$ cat src/rtl/fmap_pkg.sv
// Shared widths and loader state encoding for the feature-map write path.
package fmap_pkg;

   localparam int unsigned FMAP_ADDR_W    = 13;
   localparam int unsigned FMAP_DATA_W    = 64;
   localparam int unsigned FMAP_NUM_BANKS = 16;

   typedef enum logic [1:0] {
      IDLE  = 2'd0,
      FILL  = 2'd1,
      WRITE = 2'd2,
      DONE  = 2'd3
   } fmap_ld_state_t;

endpackage : fmap_pkg

$ cat src/rtl/fmap_row_loader_if.sv
// Command, input stream and row-write bus of the feature-map row loader.
interface fmap_row_loader_if #(
   parameter int unsigned DATA_W    = fmap_pkg::FMAP_DATA_W,
   parameter int unsigned NUM_BANKS = fmap_pkg::FMAP_NUM_BANKS,
   parameter int unsigned ADDR_W    = fmap_pkg::FMAP_ADDR_W
);

   logic                          start;
   logic [ADDR_W-1:0]             base_addr;
   logic [ADDR_W:0]               num_rows;
   logic [DATA_W-1:0]             in_data;
   logic                          in_valid;
   logic                          in_ready;
   logic                          fmap_wr_en;
   logic [ADDR_W-1:0]             fmap_wr_addr;
   logic [NUM_BANKS*DATA_W-1:0]   fmap_wr_data;
   logic                          busy;
   logic                          done;

   modport master (
      output start, base_addr, num_rows, in_data, in_valid,
      input  in_ready, fmap_wr_en, fmap_wr_addr, fmap_wr_data, busy, done
   );

   modport slave (
      input  start, base_addr, num_rows, in_data, in_valid,
      output in_ready, fmap_wr_en, fmap_wr_addr, fmap_wr_data, busy, done
   );

endinterface : fmap_row_loader_if

$ cat src/rtl/fmap_row_packer.sv
// Row register: one word per bank, written by index, presented as a flat row.
module fmap_row_packer
   import fmap_pkg::*;
#(
   parameter int unsigned DATA_W    = FMAP_DATA_W,
   parameter int unsigned NUM_BANKS = FMAP_NUM_BANKS,
   parameter int unsigned IDX_W     = $clog2(NUM_BANKS)
) (
   input  logic                        clk,
   input  logic                        i_we,
   input  logic [IDX_W-1:0]            i_idx,
   input  logic [DATA_W-1:0]           i_data,
   output logic [NUM_BANKS*DATA_W-1:0] o_row
);

   logic [DATA_W-1:0] r_bank [NUM_BANKS];

   always_ff @(posedge clk) begin
      if (i_we) r_bank[i_idx] <= i_data;
   end

   for (genvar k = 0; k < NUM_BANKS; k++) begin : g_flat
      assign o_row[k*DATA_W +: DATA_W] = r_bank[k];
   end

endmodule : fmap_row_packer

$ cat src/rtl/fmap_row_loader.sv
// Packs 16 streamed words per row and writes each row to the feature-map
// buffer at consecutive (wrapping) row addresses.
module fmap_row_loader
   import fmap_pkg::*;
#(
   parameter int unsigned DATA_W    = FMAP_DATA_W,
   parameter int unsigned NUM_BANKS = FMAP_NUM_BANKS,
   parameter int unsigned ADDR_W    = FMAP_ADDR_W
) (
   input  logic              core_clk,
   input  logic              core_rst,
   fmap_row_loader_if.slave  bus
);

   localparam int unsigned IDX_W = $clog2(NUM_BANKS);
   localparam int unsigned CNT_W = ADDR_W + 1;

   fmap_ld_state_t     r_state,      w_state_nxt;
   logic [IDX_W-1:0]   r_bank_idx,   w_bank_idx_nxt;
   logic [CNT_W-1:0]   r_row_cnt,    w_row_cnt_nxt;
   logic [CNT_W-1:0]   r_num_rows,   w_num_rows_nxt;
   logic [ADDR_W-1:0]  r_base,       w_base_nxt;
   logic [ADDR_W-1:0]  r_wr_addr,    w_wr_addr_nxt;
   logic               r_in_ready;
   logic               r_wr_en;
   logic               r_busy;
   logic               r_done;
   logic               w_accept;
   logic               w_last_bank;
   logic [NUM_BANKS*DATA_W-1:0] w_row;

   assign w_accept    = r_in_ready & bus.in_valid;
   assign w_last_bank = (r_bank_idx == IDX_W'(NUM_BANKS - 1));

   // State, counters and registered outputs
   always_ff @(posedge core_clk or posedge core_rst) begin
      if (core_rst) begin
         r_state    <= IDLE;
         r_bank_idx <= '0;
         r_row_cnt  <= '0;
         r_num_rows <= '0;
         r_base     <= '0;
         r_wr_addr  <= '0;
         r_in_ready <= 1'b0;
         r_wr_en    <= 1'b0;
         r_busy     <= 1'b0;
         r_done     <= 1'b0;
      end else begin
         r_state    <= w_state_nxt;
         r_bank_idx <= w_bank_idx_nxt;
         r_row_cnt  <= w_row_cnt_nxt;
         r_num_rows <= w_num_rows_nxt;
         r_base     <= w_base_nxt;
         r_wr_addr  <= w_wr_addr_nxt;
         r_in_ready <= (w_state_nxt == FILL);
         r_wr_en    <= (w_state_nxt == WRITE);
         r_busy     <= (w_state_nxt != IDLE);
         r_done     <= (w_state_nxt == DONE);
      end
   end

   // Next-state and counter updates
   always_comb begin
      w_state_nxt    = r_state;
      w_bank_idx_nxt = r_bank_idx;
      w_row_cnt_nxt  = r_row_cnt;
      w_num_rows_nxt = r_num_rows;
      w_base_nxt     = r_base;
      w_wr_addr_nxt  = r_wr_addr;

      unique case (r_state)
         IDLE: begin
            if (bus.start) begin
               if (bus.num_rows != '0) begin
                  w_base_nxt     = bus.base_addr;
                  w_num_rows_nxt = bus.num_rows;
                  w_bank_idx_nxt = '0;
                  w_row_cnt_nxt  = '0;
                  w_state_nxt    = FILL;
               end else begin
                  w_state_nxt    = DONE;
               end
            end
         end
         FILL: begin
            if (w_accept) begin
               if (w_last_bank) begin
                  w_bank_idx_nxt = '0;
                  // Address is prepared here so it is a clean register in WRITE
                  w_wr_addr_nxt  = r_base + ADDR_W'(r_row_cnt);
                  w_state_nxt    = WRITE;
               end else begin
                  w_bank_idx_nxt = r_bank_idx + IDX_W'(1);
               end
            end
         end
         WRITE: begin
            w_row_cnt_nxt = r_row_cnt + CNT_W'(1);
            w_state_nxt   = (w_row_cnt_nxt == r_num_rows) ? DONE : FILL;
         end
         DONE: begin
            w_state_nxt = IDLE;
         end
         default: begin
            w_state_nxt = IDLE;
         end
      endcase
   end

   fmap_row_packer #(
      .DATA_W    (DATA_W),
      .NUM_BANKS (NUM_BANKS),
      .IDX_W     (IDX_W)
   ) u_packer (
      .clk    (core_clk),
      .i_we   (w_accept),
      .i_idx  (r_bank_idx),
      .i_data (bus.in_data),
      .o_row  (w_row)
   );

   assign bus.in_ready     = r_in_ready;
   assign bus.fmap_wr_en   = r_wr_en;
   assign bus.fmap_wr_addr = r_wr_addr;
   assign bus.fmap_wr_data = w_row;
   assign bus.busy         = r_busy;
   assign bus.done         = r_done;

endmodule : fmap_row_loader

$ cat src/flat_wrapper.sv
// flat-port wrapper written by rule: the top's interface ports become plain ports
module fmap_row_loader_flat import fmap_pkg::*;
#(
   parameter int unsigned DATA_W    = FMAP_DATA_W,
   parameter int unsigned NUM_BANKS = FMAP_NUM_BANKS,
   parameter int unsigned ADDR_W    = FMAP_ADDR_W
)
  (core_clk, core_rst, bus_start, bus_base_addr, bus_num_rows, bus_in_data, bus_in_valid, bus_in_ready, bus_fmap_wr_en, bus_fmap_wr_addr, bus_fmap_wr_data, bus_busy, bus_done);
  fmap_row_loader_if #(.DATA_W(DATA_W), .NUM_BANKS(NUM_BANKS), .ADDR_W(ADDR_W)) bus_i ();
  input  logic core_clk;
  input  logic core_rst;
  input wire logic [$bits(bus_i.start)-1:0] bus_start;
  input wire logic [$bits(bus_i.base_addr)-1:0] bus_base_addr;
  input wire logic [$bits(bus_i.num_rows)-1:0] bus_num_rows;
  input wire logic [$bits(bus_i.in_data)-1:0] bus_in_data;
  input wire logic [$bits(bus_i.in_valid)-1:0] bus_in_valid;
  output wire logic [$bits(bus_i.in_ready)-1:0] bus_in_ready;
  output wire logic [$bits(bus_i.fmap_wr_en)-1:0] bus_fmap_wr_en;
  output wire logic [$bits(bus_i.fmap_wr_addr)-1:0] bus_fmap_wr_addr;
  output wire logic [$bits(bus_i.fmap_wr_data)-1:0] bus_fmap_wr_data;
  output wire logic [$bits(bus_i.busy)-1:0] bus_busy;
  output wire logic [$bits(bus_i.done)-1:0] bus_done;
  assign bus_i.start = bus_start;
  assign bus_i.base_addr = bus_base_addr;
  assign bus_i.num_rows = bus_num_rows;
  assign bus_i.in_data = bus_in_data;
  assign bus_i.in_valid = bus_in_valid;
  assign bus_in_ready = bus_i.in_ready;
  assign bus_fmap_wr_en = bus_i.fmap_wr_en;
  assign bus_fmap_wr_addr = bus_i.fmap_wr_addr;
  assign bus_fmap_wr_data = bus_i.fmap_wr_data;
  assign bus_busy = bus_i.busy;
  assign bus_done = bus_i.done;
  fmap_row_loader #(.DATA_W(DATA_W), .NUM_BANKS(NUM_BANKS), .ADDR_W(ADDR_W)) u_core (.core_clk(core_clk), .core_rst(core_rst), .bus(bus_i));
endmodule
$ cat config.mk
export PLATFORM = sky130hd
export DESIGN_NAME = fmap_row_loader_flat
export DESIGN_NICKNAME = d
export VERILOG_FILES = /design/src/rtl/fmap_pkg.sv /design/src/rtl/fmap_row_loader_if.sv /design/src/rtl/fmap_row_packer.sv /design/src/rtl/fmap_row_loader.sv /design/src/flat_wrapper.sv
export SDC_FILE = /design/constraint.sdc
export NUM_CORES = 1
export LEC_CHECK = 0
export ABC_AREA = 1
export BUFFER_PORTS_ARGS = -buffer_cell sky130_fd_sc_hd__buf_2
export CAP_MARGIN = 5
export CORE_AREA = 10 10 430 432
export DETAILED_ROUTE_END_ITERATION = 10
export DIE_AREA = 0 0 440 442
export SYNTH_ARGS = -nofsm -noshare
export SYNTH_HDL_FRONTEND = slang
export SYNTH_SLANG_ARGS = --single-unit
$ cat constraint.sdc
create_clock -name core_clk -period 12.81 [get_ports core_clk]
set_input_delay 0.6405 -clock core_clk [delete_from_list [all_inputs] [get_ports core_clk]]
set_output_delay 0.6405 -clock core_clk [all_outputs]
set_load 0.01 [all_outputs]
==> impl_metrics.yaml, run 1 <==
routing:
  antenna_left: 0
  drtIter0Drc: 1823
  num_vias: 19700
  routed_wl_um: 129000
  routedWlPerCell_um: 24.8
  dr.pass1.iters: 5
  viasPerCell: 3.77
  drc: 0
power_and_ir_drop:
  vdd_ir_drop_max_mv: 0.123
  p_leak_nw: 17.4
  p_per_area_mw_per_mm2: 181
  total_power_mw: 8.50
cells_and_area:
  drive_gt1_share_pct: 47.2
  syn_to_final_growth_pct: 36.1
  final_common_cell: "buf_2"
  fin_nets: 2890
  postLayoutCoreUtil_pct: 26.7
  layoutNonFillerInstCount: 5214
  final_cell_mix: "buf_2 (1135), edfxtp_1 (1024), nand2_1 (155)"
  fillers: 17800
  final_area_mm2: 0.0469
sta:
  fin_setup_tns_ns: 0
  max_freq_mhz: 319
  worst-slew-pin-transition_ns: 1.29
  slew_headroom_pct: 14.0
  fin_hold_ws_ns: 0.127
  fin_crit_sh_pct: 24.5
  final.setup.worst_slack_ns: 9.67
  layout_min_cycle_time_ns: 3.14
  fin_skew_ns: 0.0617
  finalMaxSlewViolations: 0
  finalHoldViolations: 0
  setup_violations: 0
  rsz0062_at_grt: "false"
floorplan:
  die_w_um: 440
  start_util_pct: 19.6
  num_rows: 154
  fp.dieH_um: 442
  io_pins: 1136
  die_area_mm2: 0.194
  coreArea_mm2: 0.176
critical_path:
  ff2ff_setup_slack_ns: 9.67
  cp.required_ns: 13.15
  cp_max_fo: 36
  cp_common_cell: "nand2_1"
  arrival_ns: 3.48
  critical_path_class: "flip-flop to flip-flop"
  r2r-start: "u_core.bus.in_ready"
  critical-path-slowest-cell: "nor2_4"
  crit_buf_inv: 2
  reg2reg_to: "u_core.u_packer.r_bank[14][60]"
  path_delay_family: "simple AND/OR/NAND/NOR gates"
  crit_path_start_kind: "flip-flop"
  crit_chain: "nand2_1 -> inv_1 -> nand2_1 -> nor2_4 -> buf_4"
  max_stage_delay_ns: 1.04
  cp_num_cells: 5
  r2r_cells: 5
  cp-end-kind: "flip-flop"
placed_design:
  gp_congestion: 0.786
  post-dp-hpwl_um: 93000
  placed_area_mm2: 0.0434
  io_buffers: 1135
  dp.cells: 5007
  dp_slack_ns: 9.22
logic_synthesis:
  yosysTopAreaCellShare_pct: 89.2
  syn_area_mm2: 0.0345
  synth.distinct_cells: 34
  synth.avg_cell_area_um2: 22.8
  ys_ff_latch: 1088
  synth.top_cells.by_area: "edfxtp_1 (89%), dfrtp_1 (4.6%), nand2_1 (1.7%)"
  syn-num-nets: 1624
  yosys_warnings: 0
  yosys.area.top_type: "edfxtp_1"
  ys_seq_area_share_pct: 93.8
  netlist_instances: 1511
clocking:
  clkSinkCount: 1088
  post_cts_resized: 0
  h-tree-depth: 3
  cts.path.max_buffers: 3
  cts_tree: "yes"
  cts-hold-fix-buffers: 0
  clk_latency_ns: 0.76
  clock-root-buffer: "clkbuf_16"
  numCtsBuffers: 106
  post_cts_buffers: 0
  clk_pin_slew_ns: 0.08
worst_hold_path:
  hold_class: "primary input to flip-flop"
  hold_path_end: "u_core.r_base[12]"
  min_from: "bus_base_addr[12]"
  min_path_cells: 3
global_routing:
  grt_pass1_wl_um: 170000
  antenna_found_initial: 14
  grtUsageTotal_pct: 12.5
  grt_overflow: 0
  grt_pass1_vias: 19500
  grt_start_max_net_pins: 65
flow_run:
  cap_violations: 0
status:
  outcome: "completed"
## cell usage after synthesis (all sizes together)
library cell,number
nand2,158
a21oi,12
o21bai,1
ha,17
xor2,7
o211a,1
inv,53
xnor2,5
a31oi,3
buf,7
dfrtp,64
a211oi,1
fa,1
nor4,1
or2,2
nand3,33
nand4,9
clkbuf,2
nand3b,2
o211ai,1
o21ai,37
o22ai,12
xnor3,2
a21o,2
edfxtp,1024
nor2,54
## registers in the layout, indices dropped and copies added, names as in the netlist
signal                   flops
u_core.bus.fmap_wr_addr     13
u_core.r_base               13
u_core.r_row_cnt            14
u_core.r_num_rows           14
u_core.r_bank_idx            4
u_core.bus.fmap_wr_en        1
u_core.bus.done              1
u_core.r_state               2
u_core.u_packer.r_bank    1024
u_core.bus.busy              1
u_core.bus.in_ready          1
## worst register-to-register path: stages (launching register included)
cell and delay (ns):
dfrtp_1 0.35, nand2_1 0.19, inv_1 0.17, nand2_1 0.25, nor2_4 1.04, buf_4 0.65
## cells by family after synthesis
logic type / synth area share, %
AOI/OAI and AO/OA: 1.12
xor gates and xnor gates: 0.435
DFF: 93.8
and+or+nand+nor: 3.22
adders and majority gates: 0.675
buffers and inverters: 0.737
## routing by layer
layer	global-route usage, %	up-vias	part of all wire [%]
li1	-	8360	-
met1	13.5	10000	35
met2	23.6	1078	55
met3	2.85	169	7.9
met4	4.55	4	2.9
met5	0	-	0.021
## worst max-delay path by stage
stage | from | to | slack, ns
2_1_floorplan | u_core.r_bank_idx[0] | u_core.bus.busy | 8.63
3_3_place_gp | bus_in_valid | u_core.u_packer.r_bank[14][47] | 9.32
3_5_place_dp | bus_in_valid | u_core.u_packer.r_bank[14][47] | 9.22
4_1_cts | u_core.bus.in_ready | u_core.u_packer.r_bank[14][60] | 9.58
5_1_grt | u_core.bus.in_ready | u_core.u_packer.r_bank[14][60] | 9.49
6_report | u_core.bus.in_ready | u_core.u_packer.r_bank[14][60] | 9.67
## cell type report
cell class	count	area, µm²	area share (%)
Clock inverter	72	751	1.60
Inverter	53	199	0.424
Multi-Input combinational cell	361	2000	4.26
Timing Repair Buffer	1167	5950	12.7
Antenna cell	6	15.0	0.0320
Sequential cell	1088	32400	68.9
Tap cell	2340	2930	6.24
Clock buffer	127	2740	5.84
## power breakdown
| part | switching, mW | total [mW] | internal [mW] |
|---|---|---|---|
| logic | 0.757 | 1.03 | 0.278 |
| registers | 0.116 | 4.38 | 4.26 |
| clock network | 1.37 | 3.10 | 1.73 |
Note: power is estimated with default switching activity, not from simulation.
==> inputs of run 2 (changes only) <==
Clock period 12.81 ns to 2.7 ns, I/O delays scaled along.
==> run 2 against run 1 <==
  * Via count up 2.0%
  * Largest cell class unchanged
  * Highest routed layer unchanged
  * Worst setup slack worse by 9.2 ns
  * Final area up 2.9%
  * Non-clock buffer count up 101
  * Largest power group unchanged
==> impl_metrics.yaml, run 2 (synthesis gave the netlist of run 1 again) <==
clocking:
  clk_latency_ns: 0.78
  numCtsBuffers: 108
  clk_pin_slew_ns: 0.06
  post_cts_resized: 0
  clkSinkCount: 1088
  clock-root-buffer: "clkbuf_16"
  post_cts_buffers: 0
  cts.path.max_buffers: 3
  h-tree-depth: 3
  cts_tree: "yes"
  cts-hold-fix-buffers: 97
critical_path:
  r2r_cells: 9
  r2r-start: "u_core.r_row_cnt[0]"
  cp_max_fo: 33
  cp-end-kind: "flip-flop"
  arrival_ns: 2.83
  critical_path_class: "primary input to flip-flop"
  startpoint: "bus_num_rows[0]"
  crit_path_start_kind: "primary input"
  ff2ff_setup_slack_ns: 0.53
  cp.required_ns: 3.29
  reg2reg_to: "u_core.bus.fmap_wr_addr[10]"
flow_run:
  cap_violations: 0
routing:
  num_vias: 20000
  drtIter0Drc: 1752
  routedWlPerCell_um: 24.7
  viasPerCell: 3.77
  routed_wl_um: 132000
  dr.pass1.iters: 5
  drc: 0
  antenna_left: 0
cells_and_area:
  top_regs: "u_core.u_packer.r_bank: 1024 flops, u_core.r_num_rows: 14 flops, u_core.r_row_cnt: 14 flops"
  largest_reg_flops: 1024
  final-seq-area_mm2: 0.0324
  syn_to_final_growth_pct: 40.1
  final_cell_mix: "buf_2 (1135), edfxtp_1 (1024), nand2_1 (155)"
  largest_register: "u_core.u_packer.r_bank"
  multi_input_area_mm2: 0.00200
  fin_nets: 2993
  fillers: 17700
  postLayoutCoreUtil_pct: 27.5
  final_common_cell: "buf_2"
  drive_gt1_share_pct: 46.0
sta:
  finalMaxSlewViolations: 0
  fin_crit_sh_pct: 82.7
  fin_hold_ws_ns: 0.0813
  slew_headroom_pct: 41.3
  rsz0062_at_grt: "false"
  layout_min_cycle_time_ns: 2.23
  finalHoldViolations: 0
  setup_violations: 0
  max_freq_mhz: 448
  worst-slew-pin-transition_ns: 0.881
  fin_skew_ns: 0.0418
placed_design:
  gp_congestion: 0.796
  post-dp-hpwl_um: 92100
  io_buffers: 1135
power_and_ir_drop:
  p_per_area_mw_per_mm2: 850
  vdd_ir_drop_max_mv: 0.522
  p_leak_nw: 18.0
global_routing:
  grt_pass1_wl_um: 174000
  grt_start_max_net_pins: 65
  grt_overflow: 0
  grtUsageTotal_pct: 12.8
  grt_pass1_vias: 20100
  antenna_found_initial: 14
floorplan:
  die_area_mm2: 0.194
  io_pins: 1136
  coreArea_mm2: 0.176
  num_rows: 154
  die_w_um: 440
  fp.dieH_um: 442
  start_util_pct: 19.6
worst_hold_path:
  hold_path_end: "u_core.u_packer.r_bank[9][61]"
  min_path_cells: 1
  min_from: "bus_in_data[61]"
  hold_class: "primary input to flip-flop"
status:
  outcome: "completed"
run 2: cell count changes in the layout (fill, tap and decap cells not counted), sizes merged:
cell and change:
diode +4, clkinvlp +2, clkinv +3, clkbuf -4, inv +2, buf +4
bufinv +1, dlygate4sd3 +97
run 2: final cells by class:
type | count | share of cell area (%)
tap | 2340 | 6.06
clock inverter | 80 | 1.69
clock buffer | 123 | 5.75
antenna | 10 | 0.0518
multi-input combinational | 361 | 4.14
sequential | 1088 | 67.0
inverter | 53 | 0.412
timing repair buffer | 1268 | 14.9
run 2: how the worst max path moves through the flow:
stage	end	slack, ns
6_report	u_core.r_base[0]	0.47
5_1_grt	u_core.r_base[8]	0.31
4_1_cts	u_core.u_packer.r_bank[8][1]	0.48
3_5_place_dp	u_core.u_packer.r_bank[8][39]	0.50
3_3_place_gp	u_core.bus.fmap_wr_addr[10]	0.48
2_1_floorplan	u_core.u_packer.r_bank[10][0]	-0.17
run 2: worst max-delay path, stage by stage:
cell and delay [ns]:
dlygate4sd3_1 0.53, buf_2 0.13, or2_1 0.23, nor4_2 0.49, inv_1 0.10, nand2_2 0.19, inv_2 0.28, nand2_1 0.14
nand2_1 0.06, dlygate4sd3_1 0.55
run 2: metal layers:
| layer | global-route usage (%) | part of all wire, % | vias to the layer above |
|---|---|---|---|
| li1 | - | - | 8571 |
| met1 | 13.2 | 33 | 10100 |
| met2 | 23.3 | 53 | 1162 |
| met3 | 3.44 | 8.8 | 258 |
| met4 | 7.11 | 5.4 | 4 |
| met5 | 0 | 0.021 | - |
run 2: through the flow:
step,worst slack (ns),cell area (µm²),power (mW),TNS (ns),cells
finish,0.468,48300,41.0,0,5323
floorplan,-0.172,34500,23.2,-153.52,1511
CTS,0.483,48300,41.5,0,5313
global placement,0.479,43700,26.2,0,5013
global route,0.313,48300,42.6,0,5316
detailed placement,0.497,43700,26.2,0,5013
run 2: power breakdown:
part	switching, mW	total [mW]	leakage [nW]	internal (mW)
clock	6.67	15.1	1.74	8.45
sequential	0.533	20.7	10.1	20.2
combinational	3.67	5.21	6.18	1.54
total	10.9	41.0	18.0	30.2
==> inputs of run 3 (changes only) <==
Clock period 2.7 ns to 2.15 ns, I/O delays scaled along.
==> run 3 against run 2 <==
  * Worst setup slack got worse by 0.29 ns
  * Clock power rose by 23%
  * Via count barely moved
  * Global-route usage fell by 0.087 points
  * Register-to-register slack got worse by 0.35 ns
  * Non-clock buffer count rose by 6
  * Final cell count barely moved
  * Critical endpoint is now u_core.r_base[12]
==> impl_metrics.yaml, run 3 (synthesis gave the netlist of run 1 again) <==
status:
  outcome: "completed"
global_routing:
  grtUsageTotal_pct: 12.7
  grt_overflow: 0
  grt_start_max_net_pins: 65
  grt_pass1_wl_um: 173000
  antenna_found_initial: 8
  grt_pass1_vias: 20200
sta:
  finalMaxSlewViolations: 0
  layout_min_cycle_time_ns: 1.97
  fin_hold_ws_ns: 0.0717
  slew_headroom_pct: 49.6
  worst-slew-pin-transition_ns: 0.757
  fin_setup_tns_ns: 0
  finalHoldViolations: 0
  fin_crit_sh_pct: 91.7
  fin_skew_ns: 0.0318
  max_freq_mhz: 507
  rsz0062_at_grt: "false"
  setup_violations: 0
cells_and_area:
  postLayoutCoreUtil_pct: 27.5
  final_cell_mix: "buf_2 (1135), edfxtp_1 (1024), nand2_1 (153)"
  final_area_mm2: 0.0484
  largest_register: "u_core.u_packer.r_bank"
  largest_reg_flops: 1024
  drive_gt1_share_pct: 46.4
  top_regs: "u_core.u_packer.r_bank: 1024 flops, u_core.r_num_rows: 14 flops, u_core.r_row_cnt: 14 flops"
  fin_nets: 2996
  final_common_cell: "buf_2"
  syn_to_final_growth_pct: 40.4
critical_path:
  path_delay_family: "buffers and inverters"
  cp_common_cell: "dlygate4sd3_1"
  arrival_ns: 2.54
  critical_path_class: "primary input to flip-flop"
  crit_chain: "dlygate4sd3_1 -> buf_2 -> nor2_1 -> nand3_1 -> nor4_4 -> inv_1 -> nand2_2 -> inv_4 -> buf_4 -> nand2_1 -> o21ai_1 -> dlygate4sd3_1"
  cp-end-kind: "flip-flop"
  critical-path-slowest-cell: "dlygate4sd3_1"
  cp.required_ns: 2.72
  max_stage_delay_ns: 0.54
  crit_buf_inv: 6
  crit_path_start_kind: "primary input"
  cp_max_fo: 9
floorplan:
  start_util_pct: 19.6
  die_w_um: 440
  fp.dieH_um: 442
  die_area_mm2: 0.194
  num_rows: 154
  coreArea_mm2: 0.176
  io_pins: 1136
clocking:
  h-tree-depth: 3
  cts.path.max_buffers: 3
  clock-root-buffer: "clkbuf_16"
  numCtsBuffers: 105
  clkSinkCount: 1088
  post_cts_buffers: 0
  clk_latency_ns: 0.73
  clk_pin_slew_ns: 0.05
  cts_tree: "yes"
routing:
  drtIter0Drc: 1547
  num_vias: 20100
  dr.pass1.iters: 5
  viasPerCell: 3.77
  antenna_left: 0
  routed_wl_um: 131000
  routedWlPerCell_um: 24.6
  drc: 0
power_and_ir_drop:
  power.share.sequential_pct: 50.7
  vdd_ir_drop_max_mv: 0.744
  clockPowerShare_pct: 36.3
  intPower_mw: 37.8
  p_sw_share_pct: 26.2
  combPwrFrac_pct: 13.0
  power.switching_mw: 13.5
  p_per_area_mw_per_mm2: 1060
  p_leak_nw: 18.0
flow_run:
  cap_violations: 0
placed_design:
  post-dp-hpwl_um: 93300
  placed_area_mm2: 0.0439
  io_buffers: 1135
  gp_congestion: 0.797
worst_hold_path:
  hold_class: "primary input to asynchronous set/reset pin"
==> run 3: cell count changes in the layout (fill, tap and decap cells not counted), moves of 3 or more <==
| cell | previous run | this run |
|---|---|---|
| buf_12 | 23 | 33 |
| clkinv_1 | 29 | 20 |
| clkbuf_1 | 14 | 21 |
| clkbuf_16 | 109 | 106 |
| clkinv_16 | 6 | 3 |
| dlygate4sd3_1 | 97 | 94 |
| inv_8 | 3 | 0 |
==> run 3: area by class of cell <==
cell class	instances	area, µm²
sequential	1088	32400
fill	17600	127000
multi-input combinational	361	2050
clock buffer	127	2730
tap	2340	2930
inverter	53	201
antenna	9	22.5
timing repair buffer	1274	7370
clock inverter	67	742
==> run 3: repair_timing <==
item / 4_1_cts / 5_1_grt
endpoints found under the setup margin: 0 / 5
hold endpoints to repair: 1094 / 0
hold buffers: 94 / 0
resized for setup: 0 / 5
==> run 3: path summary, 6_finish.rpt <==
check / endpoint / startpoint / slack [ns] / cells past startpoint
worst max-delay path: u_core.r_base[12] / bus_num_rows[2] / 0.18 / 12
worst min-delay path: u_core.bus.fmap_wr_en / core_rst / 0.07 / 4
worst max register to register: u_core.bus.fmap_wr_addr[10] / u_core.r_row_cnt[0] / 0.18 / 9
worst min register to register: u_core.bus.fmap_wr_addr[0] / u_core.bus.fmap_wr_addr[0] / 0.47 / 2
max in group asynchronous: u_core.r_num_rows[13] / core_rst / 1.78 / 4
min in group core_clk: u_core.r_base[10] / bus_base_addr[10] / 0.15 / 4
==> run 3: power by group through the flow <==
stage	Combinational, mW	Sequential, mW	Clock (mW)
finish	6.65	26.0	18.6
global route	7.17	26.2	19.9
CTS	6.83	26.0	19.1
detailed placement	6.66	26.5	0
global placement	6.61	26.4	0
floorplan	2.09	27.1	0
==> run 3: through the flow <==
stage / total power [mW] / std cells / setup WS (ns)
after floorplan: 29.2 / 1511 / -0.151
final: 51.3 / 5319 / 0.178
after detailed placement: 33.1 / 5022 / 0.0429
after global placement: 33.0 / 5022 / 0.0882
after global routing: 53.2 / 5312 / 0.00546
after CTS: 51.9 / 5310 / 0.0488
==> run 3: tightest hold or removal path: cells and delay by family <==
kind | cells | cell delay [ns]
buffers and inverters | 4 | 1.03
==> run 3: metal layers <==
| layer | track usage (%) | vias up | routed length, µm |
|---|---|---|---|
| li1 | - | 8572 | - |
| met1 | 13.3 | 10300 | 44300 |
| met2 | 24.5 | 1064 | 72300 |
| met3 | 3.08 | 180 | 10200 |
| met4 | 4.27 | 0 | 4090 |
| met5 | 0 | - | 0 |
